### src/rtl/instr_fetch.sv
// ============================================================================
// Module   : instr_fetch
// Brief    : PC-driven instruction fetch from a combinational ROM into a
//            registered valid/ready output slot, with redirect, HALT and a
//            saturating accepted-instruction counter.
// Revision : 1.0
// ============================================================================
`default_nettype none

module instr_fetch #(
    parameter int                  ADDR_W      = 8,
    parameter int                  INSTR_W     = 16,
    parameter logic [ADDR_W-1:0]   RESET_PC    = '0,
    parameter logic [3:0]          HALT_OPCODE = 4'b1111
) (
    input  logic               clk,
    input  logic               rst,
    input  logic               start,
    output logic [ADDR_W-1:0]  imem_addr,
    input  logic [INSTR_W-1:0] imem_instr,
    input  logic               redirect_valid,
    input  logic [ADDR_W-1:0]  redirect_pc,
    output logic               out_valid,
    input  logic               out_ready,
    output logic [INSTR_W-1:0] out_instr,
    output logic [ADDR_W-1:0]  out_pc,
    output logic               halted,
    output logic [15:0]        fetch_count
);

    typedef enum logic [1:0] {
        S_IDLE = 2'd0,
        S_RUN  = 2'd1,
        S_HALT = 2'd2
    } state_t;

    localparam logic [15:0] c_COUNT_MAX = 16'hFFFF;

    state_t               r_state,     w_state_nxt;
    logic [ADDR_W-1:0]    r_pc,        w_pc_nxt;
    logic                 r_valid,     w_valid_nxt;
    logic [INSTR_W-1:0]   r_instr,     w_instr_nxt;
    logic [ADDR_W-1:0]    r_out_pc,    w_out_pc_nxt;
    logic                 r_halted,    w_halted_nxt;
    logic [15:0]          r_count,     w_count_nxt;

    logic                 w_slot_free;
    logic                 w_is_halt;
    logic                 w_accept;

    assign w_slot_free = !r_valid || out_ready;
    assign w_is_halt   = (imem_instr[INSTR_W-1 -: 4] == HALT_OPCODE);
    // A redirect drops the slot, so a simultaneous handshake is not counted.
    assign w_accept    = r_valid && out_ready && !redirect_valid;

    always_ff @(posedge clk) begin
        if (rst) begin
            r_state  <= S_IDLE;
            r_pc     <= RESET_PC;
            r_valid  <= 1'b0;
            r_instr  <= '0;
            r_out_pc <= '0;
            r_halted <= 1'b0;
            r_count  <= '0;
        end else begin
            r_state  <= w_state_nxt;
            r_pc     <= w_pc_nxt;
            r_valid  <= w_valid_nxt;
            r_instr  <= w_instr_nxt;
            r_out_pc <= w_out_pc_nxt;
            r_halted <= w_halted_nxt;
            r_count  <= w_count_nxt;
        end
    end

    always_comb begin
        w_state_nxt  = r_state;
        w_pc_nxt     = r_pc;
        w_valid_nxt  = r_valid;
        w_instr_nxt  = r_instr;
        w_out_pc_nxt = r_out_pc;
        w_halted_nxt = r_halted;
        w_count_nxt  = r_count;

        if (w_accept && (r_count != c_COUNT_MAX)) begin
            w_count_nxt = r_count + 16'd1;
        end

        unique case (r_state)
            S_IDLE: begin
                if (redirect_valid) begin
                    w_pc_nxt = redirect_pc;
                end
                if (start) begin
                    w_state_nxt = S_RUN;
                end
            end

            S_RUN: begin
                if (redirect_valid) begin
                    w_pc_nxt    = redirect_pc;
                    w_valid_nxt = 1'b0;
                end else if (w_slot_free) begin
                    w_instr_nxt  = imem_instr;
                    w_out_pc_nxt = r_pc;
                    w_valid_nxt  = 1'b1;
                    if (w_is_halt) begin
                        // PC parks on the HALT so imem_addr reports where fetch stopped.
                        w_state_nxt  = S_HALT;
                        w_halted_nxt = 1'b1;
                    end else begin
                        w_pc_nxt = r_pc + ADDR_W'(1);
                    end
                end
            end

            S_HALT: begin
                if (redirect_valid) begin
                    w_pc_nxt     = redirect_pc;
                    w_valid_nxt  = 1'b0;
                    w_halted_nxt = 1'b0;
                    w_state_nxt  = S_RUN;
                end else begin
                    if (r_valid && out_ready) begin
                        w_valid_nxt = 1'b0;
                    end
                    if (start && !r_valid) begin
                        w_pc_nxt     = RESET_PC;
                        w_halted_nxt = 1'b0;
                        w_state_nxt  = S_RUN;
                    end
                end
            end

            default: begin
                w_state_nxt = S_IDLE;
            end
        endcase
    end

    assign imem_addr   = r_pc;
    assign out_valid   = r_valid;
    assign out_instr   = r_instr;
    assign out_pc      = r_out_pc;
    assign halted      = r_halted;
    assign fetch_count = r_count;

endmodule

`default_nettype wire

### config.mk
export PLATFORM = sky130hd
export DESIGN_NAME = instr_fetch
export DESIGN_NICKNAME = d
export VERILOG_FILES = /design/src/rtl/instr_fetch.sv
export SDC_FILE = /design/constraint.sdc
export NUM_CORES = 1
export LEC_CHECK = 0
export ABC_CLOCK_PERIOD_IN_PS = 2550
export CORE_UTILIZATION = 47
export CTS_CLUSTER_SIZE = 14
export DETAILED_ROUTE_END_ITERATION = 8
export GPL_TIMING_DRIVEN = 0
export PLACE_DENSITY = 0.86
export SYNTH_ARGS = -nofsm -noshare
export SYNTH_HDL_FRONTEND = slang
export SYNTH_SLANG_ARGS = --single-unit
### constraint.sdc
create_clock -name clk -period 2.55 [get_ports clk]
set_input_delay 0.255 -clock clk [delete_from_list [all_inputs] [get_ports clk]]
set_output_delay 0.255 -clock clk [all_outputs]
set_load 0.05 [all_outputs]
After elaboration in Yosys (flattened, before gate mapping)
Cells that the tools add are included.
{ "totals": {"register_bits": 52, "input_bits": 29, "out_inout_bits": 50, "wordCells": 63} }
{ "op_classes": {"add_sub_neg": 2, "eq_ne": 13, "n_mux": 25, "bitwise_logic": 1, "n_reduce_logical": 15} }
{ "ops": {"columns": ["cell", "n"], "rows": [
  ["8-bit 2-to-1 mux", 6],
  ["8-bit one-hot mux with 3 select lines", 1],
  ["16-bit by 1-bit adder with 16-bit output (second input constant)", 1],
  ["16-bit inequality test (second input constant)", 1],
  ["5-bit AND reduction", 3],
  ["2-bit 2-to-1 mux", 6],
  ["3-bit inequality test (second input constant)", 4],
  ["2-bit inequality test (second input constant)", 5],
  ["1-bit 2-to-1 mux", 9],
  ["8-bit by 1-bit adder with 8-bit output (second input constant)", 1],
  ["2-bit one-hot mux with 3 select lines", 1],
  ["3-bit AND reduction", 2],
  ["4-bit equality test (second input constant)", 1],
  ["1-bit logical AND", 4],
  ["1-bit one-hot mux with 2 select lines", 2],
  ["3-bit nonzero test", 1],
  ["2-bit by 1-bit equality test with 1-bit output (second input constant)", 1],
  ["2-bit equality test (second input constant)", 1],
  ["1-bit zero test", 2],
  ["2-bit zero test", 1],
  ["2-bit nonzero test", 1],
  ["1-bit logical OR", 1],
  ["1-bit inverter", 1]
]} }

Longest topological paths before layout
Gate-level depths: netlist (run 1).
{ "logic_depth": {"ltp_word": 5, "ltp_mapped": 9} }

Worst setup path after synthesis (run 1)
OpenSTA, ideal clock, no wires.
{ "synth_path": {"kind": "register to register", "from": "reg r_count[2] (netlist: fetch_count[2])", "to": "reg r_count[15] (netlist: fetch_count[15])", "setup_ps": 121, "t_arrival_ps": 1967, "t_required_ps": 2429, "path_slack_ps": 463, "stages_incl_launch_ff": 5, "period_less_slack_ps": 2087, "path_cell_list": "dfxtp_1 > nand4_1 > or3_4 > nor4_1 > mux2_2"} }
{ "synth_via": {"elab_chain_cells": 2, "word_cells_on_any_way": 3, "classes_between": "1 x add/sub; 1 x eq/ne; 1 x reduce/logical"} }
{ "synth_rtl": {"columns": ["element", "line_no", "source"], "rows": [
  ["start, declared", "45", "logic [15:0] r_count, w_count_nxt;"],
  ["start signal, assigned", "72", "r_count <= w_count_nxt;"],
  ["parallel branches: the longest is 2 deep, another holds 16-bit by 1-bit adder with 16-bit output", null, null]
]} }
Parallel ways; which one is timed is not known.
A chain may end at the register's enable or synchronous reset.

Worst setup path in the final report (run 1)
{ "layout_path": {"from": "reg r_state[0]", "to": "reg r_pc[6] (netlist: imem_addr[6])"} }
{ "layout_via": {"elab_chain_cells": 3, "word_cells_on_any_way": 10, "classes_between": "6 x eq/ne; 1 x mux; 3 x reduce/logical"} }
{ "layout_rtl": {"columns": ["element", "line_no", "source"], "rows": [
  ["start, declared", "39", "state_t r_state, w_state_nxt;"],
  ["start signal, assigned", "66", "r_state <= w_state_nxt;"],
  ["2-bit by 1-bit equality test with 1-bit output, or another cell as far along", "89", "unique case (r_state)"],
  ["3-bit inequality test (no source line), or another cell as far along", null, null],
  ["5-bit AND reduction (no source line)", null, null],
  ["end signal, assigned", "67", "r_pc <= w_pc_nxt;"],
  ["end, declared", "40", "logic [ADDR_W-1:0] r_pc, w_pc_nxt;"]
]} }
Several ways; a longest one is shown, not always the timed one.

==> results of run 1 <==
==> logic make-up (layout without fill, tap and decap cells) <==
logic type | count (synthesis) | in the layout
and+or+nand+nor | 143 | 143
AOI/OAI and AO/OA | 80 | 80
DFF | 52 | 52
buffers and inverters | 23 | 109
muxes | 9 | 9
adders and majority gates | 6 | 6
xor gates and xnor gates | 1 | 1
==> per-stage QoR <==
step                      worst slack [ns]  utilization (%)
after floorplan                      0.463                -
after global placement               0.319             66.6
after detailed placement             0.188             66.6
after CTS                            0.465             68.3
after global routing                 0.282             68.3
final                                0.408             68.3
==> state kept, by name, summed over array words and instances, names as in the netlist <==
register     flops
halted           1
out_valid        1
fetch_count     16
imem_addr        8
out_pc           8
out_instr       16
r_state          2
==> cells in the mapped netlist, drive strengths merged (6+ instances only) <==
| cell type | count |
|---|---|
| clkbuf | 12 |
| mux2 | 7 |
| nor2 | 17 |
| a21oi | 38 |
| nor4 | 11 |
| ha | 6 |
| dfxtp | 52 |
| nand2 | 64 |
| nand3 | 10 |
| nor2b | 7 |
| a211oi | 6 |
==> layout make-up <==
cell class / count / area [um^2]
multi-input cells: 239 / 1490
well taps: 70 / 87.6
clock buffers: 5 / 68.8
fillers: 432 / 1670
repair buffers: 78 / 781
flip-flops and latches: 52 / 1040
clock inverters: 3 / 21.3
inverters: 5 / 18.8
plain buffers: 18 / 87.6
==> worst max-delay path, stage by stage (launching register included) <==
cell and delay, ns:
dfxtp_1 0.36, inv_1 0.08, ha_1 0.27, or2_1 0.30, a2111oi_4 0.58, nor3_2 0.17, o32ai_1 0.30
==> power groups by stage <==
stage / registers [mW] / logic, mW / clock network [mW]
floorplan: 1.37 / 0.613 / 0
global placement: 1.05 / 1.31 / 0
detailed placement: 1.06 / 1.33 / 0
CTS: 1.04 / 1.34 / 0.486
global route: 1.06 / 1.44 / 0.524
finish: 1.04 / 1.35 / 0.481
==> layer usage <==
layer	GRT usage [%]	up-vias	wire length, um
li1	-	1324	-
met1	32.3	1268	3230
met2	39.0	99	3280
met3	5.00	12	387
met4	9.62	0	131
met5	0	-	0
==> how the worst min path moves through the flow <==
stage	start	to	slack, ns	cells past startpoint
2_1_floorplan	imem_instr[0]	out_instr[0]$_SDFFE_PP0P_	0.39	2
3_3_place_gp	out_pc[6]$_SDFFE_PP0P_	out_pc[6]$_SDFFE_PP0P_	0.44	2
3_5_place_dp	out_pc[4]$_SDFFE_PP0P_	out_pc[4]$_SDFFE_PP0P_	0.45	2
4_1_cts	out_pc[4]$_SDFFE_PP0P_	out_pc[4]$_SDFFE_PP0P_	0.46	2
5_1_grt	out_pc[4]$_SDFFE_PP0P_	out_pc[4]$_SDFFE_PP0P_	0.48	2
6_report	out_instr[10]$_SDFFE_PP0P_	out_instr[10]$_SDFFE_PP0P_	0.46	2
==> out/summary.txt, run 1 <==
Status = finished, final reports clean
Hold crit path type = flop to flop
P per Cell Area = 798 mW/mm^2
Placeable Area = 0.00527 mm^2
Initial antenna violation count = 0
Worst IR Drop VDD = 0.527 mV
CP max FO = 7
Combinational share of power = 47.0%
Final setup TNS = 0 ns
P_sw = 1.26 mW
Most used flip-flop cell after synthesis = dfxtp_1
Arr. time, crit path = 2.37 ns
Congestion Overflow GR = 0
Compound-gate portion of the synthesized area = 21.4%
Starting DRT DRC Count = 172
Switch share = 44.0%
Register area share after synthesis = 39.4%
First-pass GRT wire length = 11.5 mm
Post-synthesis adder-cell area fraction = 2.84%
Post-detail-place hpwl = 5.19 mm
DRT Wirelength = 7.02 mm
Asr flop ratio synth = 0%
Vias in the first global route = 2364
Design Power = 2.87 mW
Hold Buf Count CTS = 0
Max-slew violations = 0
Via density = 5.75
Commonest non-fill, non-tap cell in the layout = clkdlybuf4s50_1
Wire per inst = 14.9 um
Fin crit share = 84.0%
Crit path launch = r_state[0]$_SDFFE_PP0P_
Worst Clk Skew = 0.0154 ns
Die Ht = 76.9 um
Commonest non-fill, non-tap cells in the layout = clkdlybuf4s50_1 (78), nand2_1 (64), dfxtp_1 (52), a21oi_1 (38), nor2_1 (16)
R2R cell count = 6
Int Power = 1.61 mW
Post-synthesis mux area share = 3.74%
CP endpoint kind = flop
Number of synthesized flops with an enable pin = 0
Count of buffers from port buffering = 78
Slew @ Worst Pin = 0.675 ns
Worst reg2reg setup slack = 0.41 ns
Antenna Nets Post-Route = 0
Post-cts resize count = 0
Top-area cell type share of the netlist area = 39.4%
Req. time, crit path = 2.78 ns
Synth unique cells = 56
DP Area = 0.00351 mm^2
Antenna cell count = 0
Hold Violations, Final = 0
Syn Nets = 349
Clock Latency Late Sink = 0.32 ns
Largest net degree at the start of global routing = 18
Critical path class = flop to flop
Overall routing resource usage = 24.5%
Layout Cell Area excl Fill = 0.00360 mm^2
Yosys top cell by area = dfxtp_1
CTS buffer count = 5
Initial Util = 50.1%
Crit path to = imem_addr[6]$_SDFFE_PP0P_
Slew margin rel. = 54.6%
Flop pwr share = 36.3%
Total I/O pin count = 79
Die width = 76.9 um
Max Cap Viol = 0
H-tree lvl count = 2
Syn avg cell area = 8.41 um^2
Area Overhead vs Synth = 36.3%
Site row count = 26
Reg2reg start = r_state[0]$_SDFFE_PP0P_
Critical R2R Capture = imem_addr[6]$_SDFFE_PP0P_
Cell count after synthesis = 314
Die ar. = 0.00592 mm^2
Fraction of layout cells with a size suffix above 1 = 8.00%
Clock transition at the registers of the reported paths = 0.10 ns
Startpoint types = flop
Max Fclk = 467 MHz
Xor/xnor share of the synthesized area = 0.332%
Top post-synthesis cells by area = dfxtp_1 (39%), nand2_1 (9.1%), a21oi_1 (7.2%), mux2_2 (3.0%), ha_1 (2.8%)
Mapped cell area = 0.00264 mm^2
Largest family of logic cells by synthesized area = simple AND/OR/NAND/NOR gates
Setup violators final = 0
Vias post-DR = 2703
Detailed-route DRC error count = 0
Post-synthesis simple-gate area fraction = 28.2%
Longest Clk Path Bufs = 2
CTS tree = built
DR pass1 iterations = 5
Routability congestion estimate = 0.839
Unrepaired setup endpoints after global routing = false
Placed cell count = 462
Final std cells w/o fill = 470
Clock Tree Root = clkbuf_8
Total Nets Final = 434
#FFs+latches synth = 52
Minimum clock period after layout = 2.14 ns
Clock Sink Count = 52
Setup bufs post-CTS = 0
Clock share of power = 16.7%
Leakage = 1.24 nW
Hold Slack = 0.458 ns
Synth Warn # = 0
No activity file was read; power rests on OpenSTA's default activity.
==> run 2: changes to the inputs <==
Settings changed: ABC_CLOCK_PERIOD_IN_PS 2550 to 1850, CORE_UTILIZATION 47 to 43, PLACE_DENSITY 0.86 to 0.83.
Clock period 2.55 ns to 1.85 ns, I/O delays scaled along.
==> out/summary.txt, run 2 (synthesis gave the netlist of run 1 again) <==
Worst Clk Skew = 0.00205 ns (was 0.0154 ns)
Detailed-route DRC error count = 0 (unchanged)
Hold EP = out_instr[3]$_SDFFE_PP0P_ (was out_instr[10]$_SDFFE_PP0P_)
DRT Wirelength = 6.97 mm (was 7.02 mm)
H-tree lvl count = 2 (unchanged)
Final std cells w/o fill = 480 (was 470)
CTS buffer count = 5 (unchanged)
Total I/O pin count = 79 (unchanged)
Fillers = 492 (was 432)
Commonest non-fill, non-tap cell in the layout = clkdlybuf4s50_1 (unchanged)
Wire per inst = 14.5 um (was 14.9 um)
Clock Sink Count = 52 (unchanged)
Max-slew violations = 0 (unchanged)
Total Nets Final = 439 (was 434)
First-pass GRT wire length = 10.7 mm (was 11.5 mm)
Starting DRT DRC Count = 140 (was 172)
Clock Tree Root = clkbuf_8 (unchanged)
Largest net degree at the start of global routing = 18 (unchanged)
Hold Slack = 0.417 ns (was 0.458 ns)
Initial antenna violation count = 0 (unchanged)
Die ar. = 0.00646 mm^2 (was 0.00592 mm^2)
Layout Cell Area excl Fill = 0.00375 mm^2 (was 0.00360 mm^2)
DP Area = 0.00353 mm^2 (was 0.00351 mm^2)
Initial Util = 44.6% (was 50.1%)
Post-detail-place hpwl = 4.97 mm (was 5.19 mm)
Die Ht = 80.4 um (was 76.9 um)
DR pass1 iterations = 4 (was 5)
Overall routing resource usage = 21.1% (was 24.5%)
Place WS = -0.438 ns (was 0.188 ns)
Clock transition at the registers of the reported paths = 0.10 ns (about the same)
Reg area = 0.00106 mm^2 (was 0.00104 mm^2)
CP endpoint kind = flop (unchanged)
Hold Path Stages = 3 (was 2)
Fin crit share = 97.6% (was 84.0%)
Max Cap Viol = 0 (unchanged)
Hold Buf Count CTS = 0 (unchanged)
Slew margin rel. = 63.4% (was 54.6%)
Vias in the first global route = 2286 (was 2364)
Clock Latency Late Sink = 0.31 ns (was 0.32 ns)
Vias post-DR = 2680 (was 2703)
Hold Violations, Final = 0 (unchanged)
Fraction of layout cells with a size suffix above 1 = 16.3% (was 8.00%)
Minimum clock period after layout = 1.81 ns (was 2.14 ns)
Count of buffers from port buffering = 78 (unchanged)
Via density = 5.58 (was 5.75)
Worst IR Drop VDD = 0.612 mV (was 0.527 mV)
CP max FO = 6 (was 7)
Reg2reg start = fetch_count[7]$_SDFFE_PP0P_ (was r_state[0]$_SDFFE_PP0P_)
Setup violators final = 0 (unchanged)
Commonest non-fill, non-tap cells in the layout = clkdlybuf4s50_1 (74), nand2_1 (64), a21oi_1 (38), dfxtp_1 (38), nor2_1 (15) (was clkdlybuf4s50_1 (78), nand2_1 (64), dfxtp_1 (52), a21oi_1 (38), nor2_1 (16))
Antenna cell count = 0 (unchanged)
Longest Clk Path Bufs = 2 (unchanged)
Area of the multi-input gates = 0.00155 mm^2 (was 0.00149 mm^2)
Die width = 80.4 um (was 76.9 um)
Hold crit path type = primary input to flop (was flop to flop)
CTS tree = built (unchanged)
Worst reg2reg setup slack = 0.04 ns (was 0.41 ns)
Critical path class = flop to flop (unchanged)
R2R cell count = 4 (was 6)
Placeable Area = 0.00592 mm^2 (was 0.00527 mm^2)
Site row count = 28 (was 26)
Routability congestion estimate = 0.885 (was 0.839)
Req. time, crit path = 2.05 ns (was 2.78 ns)
Startpoint types = flop (unchanged)
Hold Path Origin = imem_instr[3] (was out_instr[10]$_SDFFE_PP0P_)
Placed cell count = 467 (was 462)
Leakage = 1.38 nW (was 1.24 nW)
Max Fclk = 554 MHz (was 467 MHz)
Critical R2R Capture = fetch_count[15]$_SDFFE_PP0P_ (was imem_addr[6]$_SDFFE_PP0P_)
Slew @ Worst Pin = 0.549 ns (was 0.675 ns)
Status = finished, final reports clean (unchanged)
Area Overhead vs Synth = 41.9% (was 36.3%)
Antenna Nets Post-Route = 0 (unchanged)
P per Cell Area = 1090 mW/mm^2 (was 798 mW/mm^2)
Congestion Overflow GR = 0 (unchanged)
Setup WS post-layout = 0.0446 ns (was 0.408 ns)
Arr. time, crit path = 2.01 ns (was 2.37 ns)
## run 2: cell types whose count changed in the layout (fill, tap and decap cells not counted), sizes merged
cell and delta:
buf +5, clkdlybuf4s50 -4, clkinvlp +1, dlymetal6s2s +4, inv -1
## run 2: timing repair
item / in CTS / in global routing
resized for setup: 6 / 17
pin swaps: 3 / 5
setup endpoints to repair: 29 / 43
buffers inserted: 4 / 3
## run 2: per-layer routing
layer,track usage [%],share of wire (%),up-vias
met5,0,0,-
met3,3.75,5.7,2
li1,-,-,1335
met1,27.4,45,1261
met4,5.71,0.36,0
met2,35.7,49,82
## run 2: worst max path at each step
stage | startpoint | end | depth (start not counted)
global route | fetch_count[7]$_SDFFE_PP0P_ | fetch_count[15]$_SDFFE_PP0P_ | 4
global placement | redirect_valid | fetch_count[12]$_SDFFE_PP0P_ | 6
finish | fetch_count[7]$_SDFFE_PP0P_ | fetch_count[15]$_SDFFE_PP0P_ | 4
CTS | fetch_count[3]$_SDFFE_PP0P_ | fetch_count[15]$_SDFFE_PP0P_ | 4
floorplan | fetch_count[3]$_SDFFE_PP0P_ | fetch_count[15]$_SDFFE_PP0P_ | 4
detailed placement | redirect_valid | fetch_count[12]$_SDFFE_PP0P_ | 6
## run 2: layout make-up
type | count | share of cell area (%)
inverter | 5 | 0.501
multi-input combinational | 239 | 41.4
clock inverter | 3 | 0.635
timing repair buffer | 85 | 22.5
clock buffer | 5 | 1.84
tap | 75 | 2.51
buffer | 16 | 2.37
sequential | 52 | 28.3
## run 2: per-stage QoR
step / util, % / power (mW) / setup TNS, ns
5_1_grt: 63.3 / 4.27 / -0.000324
6_report: 63.3 / 4.07 / 0
3_3_place_gp: 59.6 / 3.24 / -6.40
2_1_floorplan: - / 2.73 / 0
3_5_place_dp: 59.6 / 3.28 / -8.72
4_1_cts: 61.9 / 4.03 / -0.00934
## run 2: critical path: stages (launching register included)
cell and delay, ns:
dfxtp_2 0.40, nand4_4 0.18, or3_4 0.43, nor4_1 0.31, mux2_2 0.37
## run 2: power by group
part           internal, mW  total, mW  switching, mW
Combinational         0.771       1.98           1.21
Clock                 0.268      0.654          0.386
Sequential             1.28       1.44          0.156
Total                  2.32       4.07           1.75
==> run 3: changes to the inputs <==
Settings changed: TNS_END_PERCENT set to 1.
==> out/summary.txt, run 3 (synthesis gave the netlist of run 1 again) <==
Total I/O pin count = 79 (unchanged)
Max Cap Viol = 0 (unchanged)
Commonest non-fill, non-tap cell in the layout = clkdlybuf4s50_1 (unchanged)
Crit-path leading delay family = compound AO/OA/AOI/OAI gates (was simple AND/OR/NAND/NOR gates)
Failing checks = setup timing
Hold Violations, Final = 0 (unchanged)
Setup WS post-layout = -0.0740 ns (was 0.0446 ns)
Critical path class = flop to flop (unchanged)
Count of buffers from port buffering = 78 (unchanged)
Initial antenna violation count = 0 (unchanged)
Initial Util = 44.6% (unchanged)
CP max stage delay = 0.46 ns (was 0.43 ns)
Die width = 80.4 um (unchanged)
CTS buffer count = 5 (unchanged)
Largest net degree at the start of global routing = 17 (was 18)
Longest Clk Path Bufs = 2 (unchanged)
Status = complete, but fails checks (was finished, final reports clean)
Req. time, crit path = 2.06 ns (was 2.05 ns)
H-tree lvl count = 2 (unchanged)
Antenna cell count = 0 (unchanged)
Hold crit path type = primary input to flop (unchanged)
Post-detail-place hpwl = 5.25 mm (was 4.97 mm)
Starting DRT DRC Count = 226 (was 140)
Clock Sink Count = 52 (unchanged)
Slew margin rel. = 56.8% (was 63.4%)
CP endpoint kind = flop (unchanged)
Detailed-route DRC error count = 0 (unchanged)
Slowest library cell on the worst path = a2111oi_4 (was or3_4)
Worst Clk Skew = 0.0119 ns (was 0.00205 ns)
Routability congestion estimate = 0.891 (was 0.885)
Arr. time, crit path = 2.13 ns (was 2.01 ns)
Worst Path Buf+Inv = 2 (was 0)
Wire per inst = 16.1 um (was 14.5 um)
Vias post-DR = 2808 (was 2680)
Util after Layout = 65.2% (was 63.3%)
Fillers = 465 (was 492)
Unrepaired setup endpoints after global routing = true
Antenna Nets Post-Route = 0 (unchanged)
Via density = 5.80 (was 5.58)
DR pass1 iterations = 5 (was 4)
Overall routing resource usage = 22.2% (was 21.1%)
Minimum clock period after layout = 1.92 ns (was 1.81 ns)
Crit-path cells = inv_4 -> ha_4 -> or2_4 -> a2111oi_4 -> buf_4 -> nor4_2 -> a211oi_1 (was nand4_4 -> or3_4 -> nor4_1 -> mux2_2)
Clock transition at the registers of the reported paths = 0.10 ns (about the same)
First-pass GRT wire length = 11.1 mm (was 10.7 mm)
CTS tree = built (unchanged)
Area Overhead vs Synth = 46.2% (was 41.9%)
Commonest non-fill, non-tap cells in the layout = clkdlybuf4s50_1 (74), nand2_1 (64), dfxtp_1 (40), a21oi_1 (38), nor2_1 (15) (was clkdlybuf4s50_1 (74), nand2_1 (64), a21oi_1 (38), dfxtp_1 (38), nor2_1 (15))
Die ar. = 0.00646 mm^2 (unchanged)
Startpoint types = flop (unchanged)
Die Ht = 80.4 um (unchanged)
Clock Tree Root = clkbuf_8 (unchanged)
Leakage = 1.41 nW (was 1.38 nW)
Worst IR Drop VDD = 0.547 mV (was 0.612 mV)
Site row count = 28 (unchanged)
Fin crit share = 104% (was 97.6%)
Max Fclk = 520 MHz (was 554 MHz)
DRT Wirelength = 7.80 mm (was 6.97 mm)
Vias in the first global route = 2455 (was 2286)
P per Cell Area = 1210 mW/mm^2 (was 1090 mW/mm^2)
Placed cell count = 467 (unchanged)
Setup violators final = 3 (was 0)
Placeable Area = 0.00592 mm^2 (unchanged)
Clock Latency Late Sink = 0.31 ns (about the same)
Total Nets Final = 443 (was 439)
Slew @ Worst Pin = 0.643 ns (was 0.549 ns)
Max-slew violations = 0 (unchanged)
Congestion Overflow GR = 0 (unchanged)
Final std cells w/o fill = 484 (was 480)
CP max FO = 4 (was 6)
Fraction of layout cells with a size suffix above 1 = 16.6% (was 16.3%)
run 3: metrics by stage:
step	hold slack, ns	worst slack, ns	TNS [ns]	instance area (um^2)	power [mW]
4_1_cts	0.406	-0.0339	-0.0713	3730	4.46
2_1_floorplan	0.321	-0.112	-0.198	2650	2.74
5_1_grt	0.409	-0.0950	-0.387	3860	4.86
3_3_place_gp	0.441	-0.325	-7.01	3530	3.26
6_report	0.402	-0.0740	-0.124	3860	4.69
3_5_place_dp	0.447	-0.379	-8.87	3530	3.32
run 3: layout make-up:
type	count	area (um^2)	area share [%]
Clock inverter	3	90.1	2.33
Clock buffer	5	68.8	1.78
Timing Repair Buffer	89	873	22.6
Buffer	16	90.1	2.33
Sequential cell	52	1060	27.5
Inverter	5	23.8	0.616
Tap cell	75	93.8	2.43
Multi-Input combinational cell	239	1560	40.4
run 3: power by group:
part | internal, mW | total (mW) | leakage, nW | switching (mW)
clock | 0.676 | 1.07 | 0.0784 | 0.396
combinational | 0.849 | 2.15 | 0.908 | 1.30
sequential | 1.28 | 1.46 | 0.429 | 0.176
run 3: final timing paths:
check | start | endpoint | slack (ns) | depth (start not counted)
worst max-delay path | r_state[1]$_SDFFE_PP0P_ | imem_addr[0]$_SDFFE_PP0P_ | -0.07 | 7
worst min-delay path | imem_instr[0] | out_instr[0]$_SDFFE_PP0P_ | 0.40 | 3
worst max register to register | r_state[1]$_SDFFE_PP0P_ | imem_addr[0]$_SDFFE_PP0P_ | -0.07 | 7
worst min register to register | out_pc[3]$_SDFFE_PP0P_ | out_pc[3]$_SDFFE_PP0P_ | 0.46 | 2
run 3: per-layer routing:
layer	track usage, %	vias up	routed length (um)	share of wire, %
met3	4.09	18	493	6.3
li1	-	1333	-	-
met2	37.0	129	3980	51
met4	10.0	0	187	2.4
met1	27.6	1328	3140	40
met5	0	-	0	0
run 3: worst register-to-register path, delay by kind of cell (launching register included):
family	cells	cell delay (ns)
buf+inv	2	0.27
flops	1	0.40
fa+ha+maj	1	0.17
simple gates	2	0.30
compound gates	2	0.69
run 3: timing repair:
item                       4_1_cts  5_1_grt
hold buffers                     0        0
buffers inserted                 4        7
pin swaps                        2        9
setup endpoints to repair       30       36
resized for setup                5       26
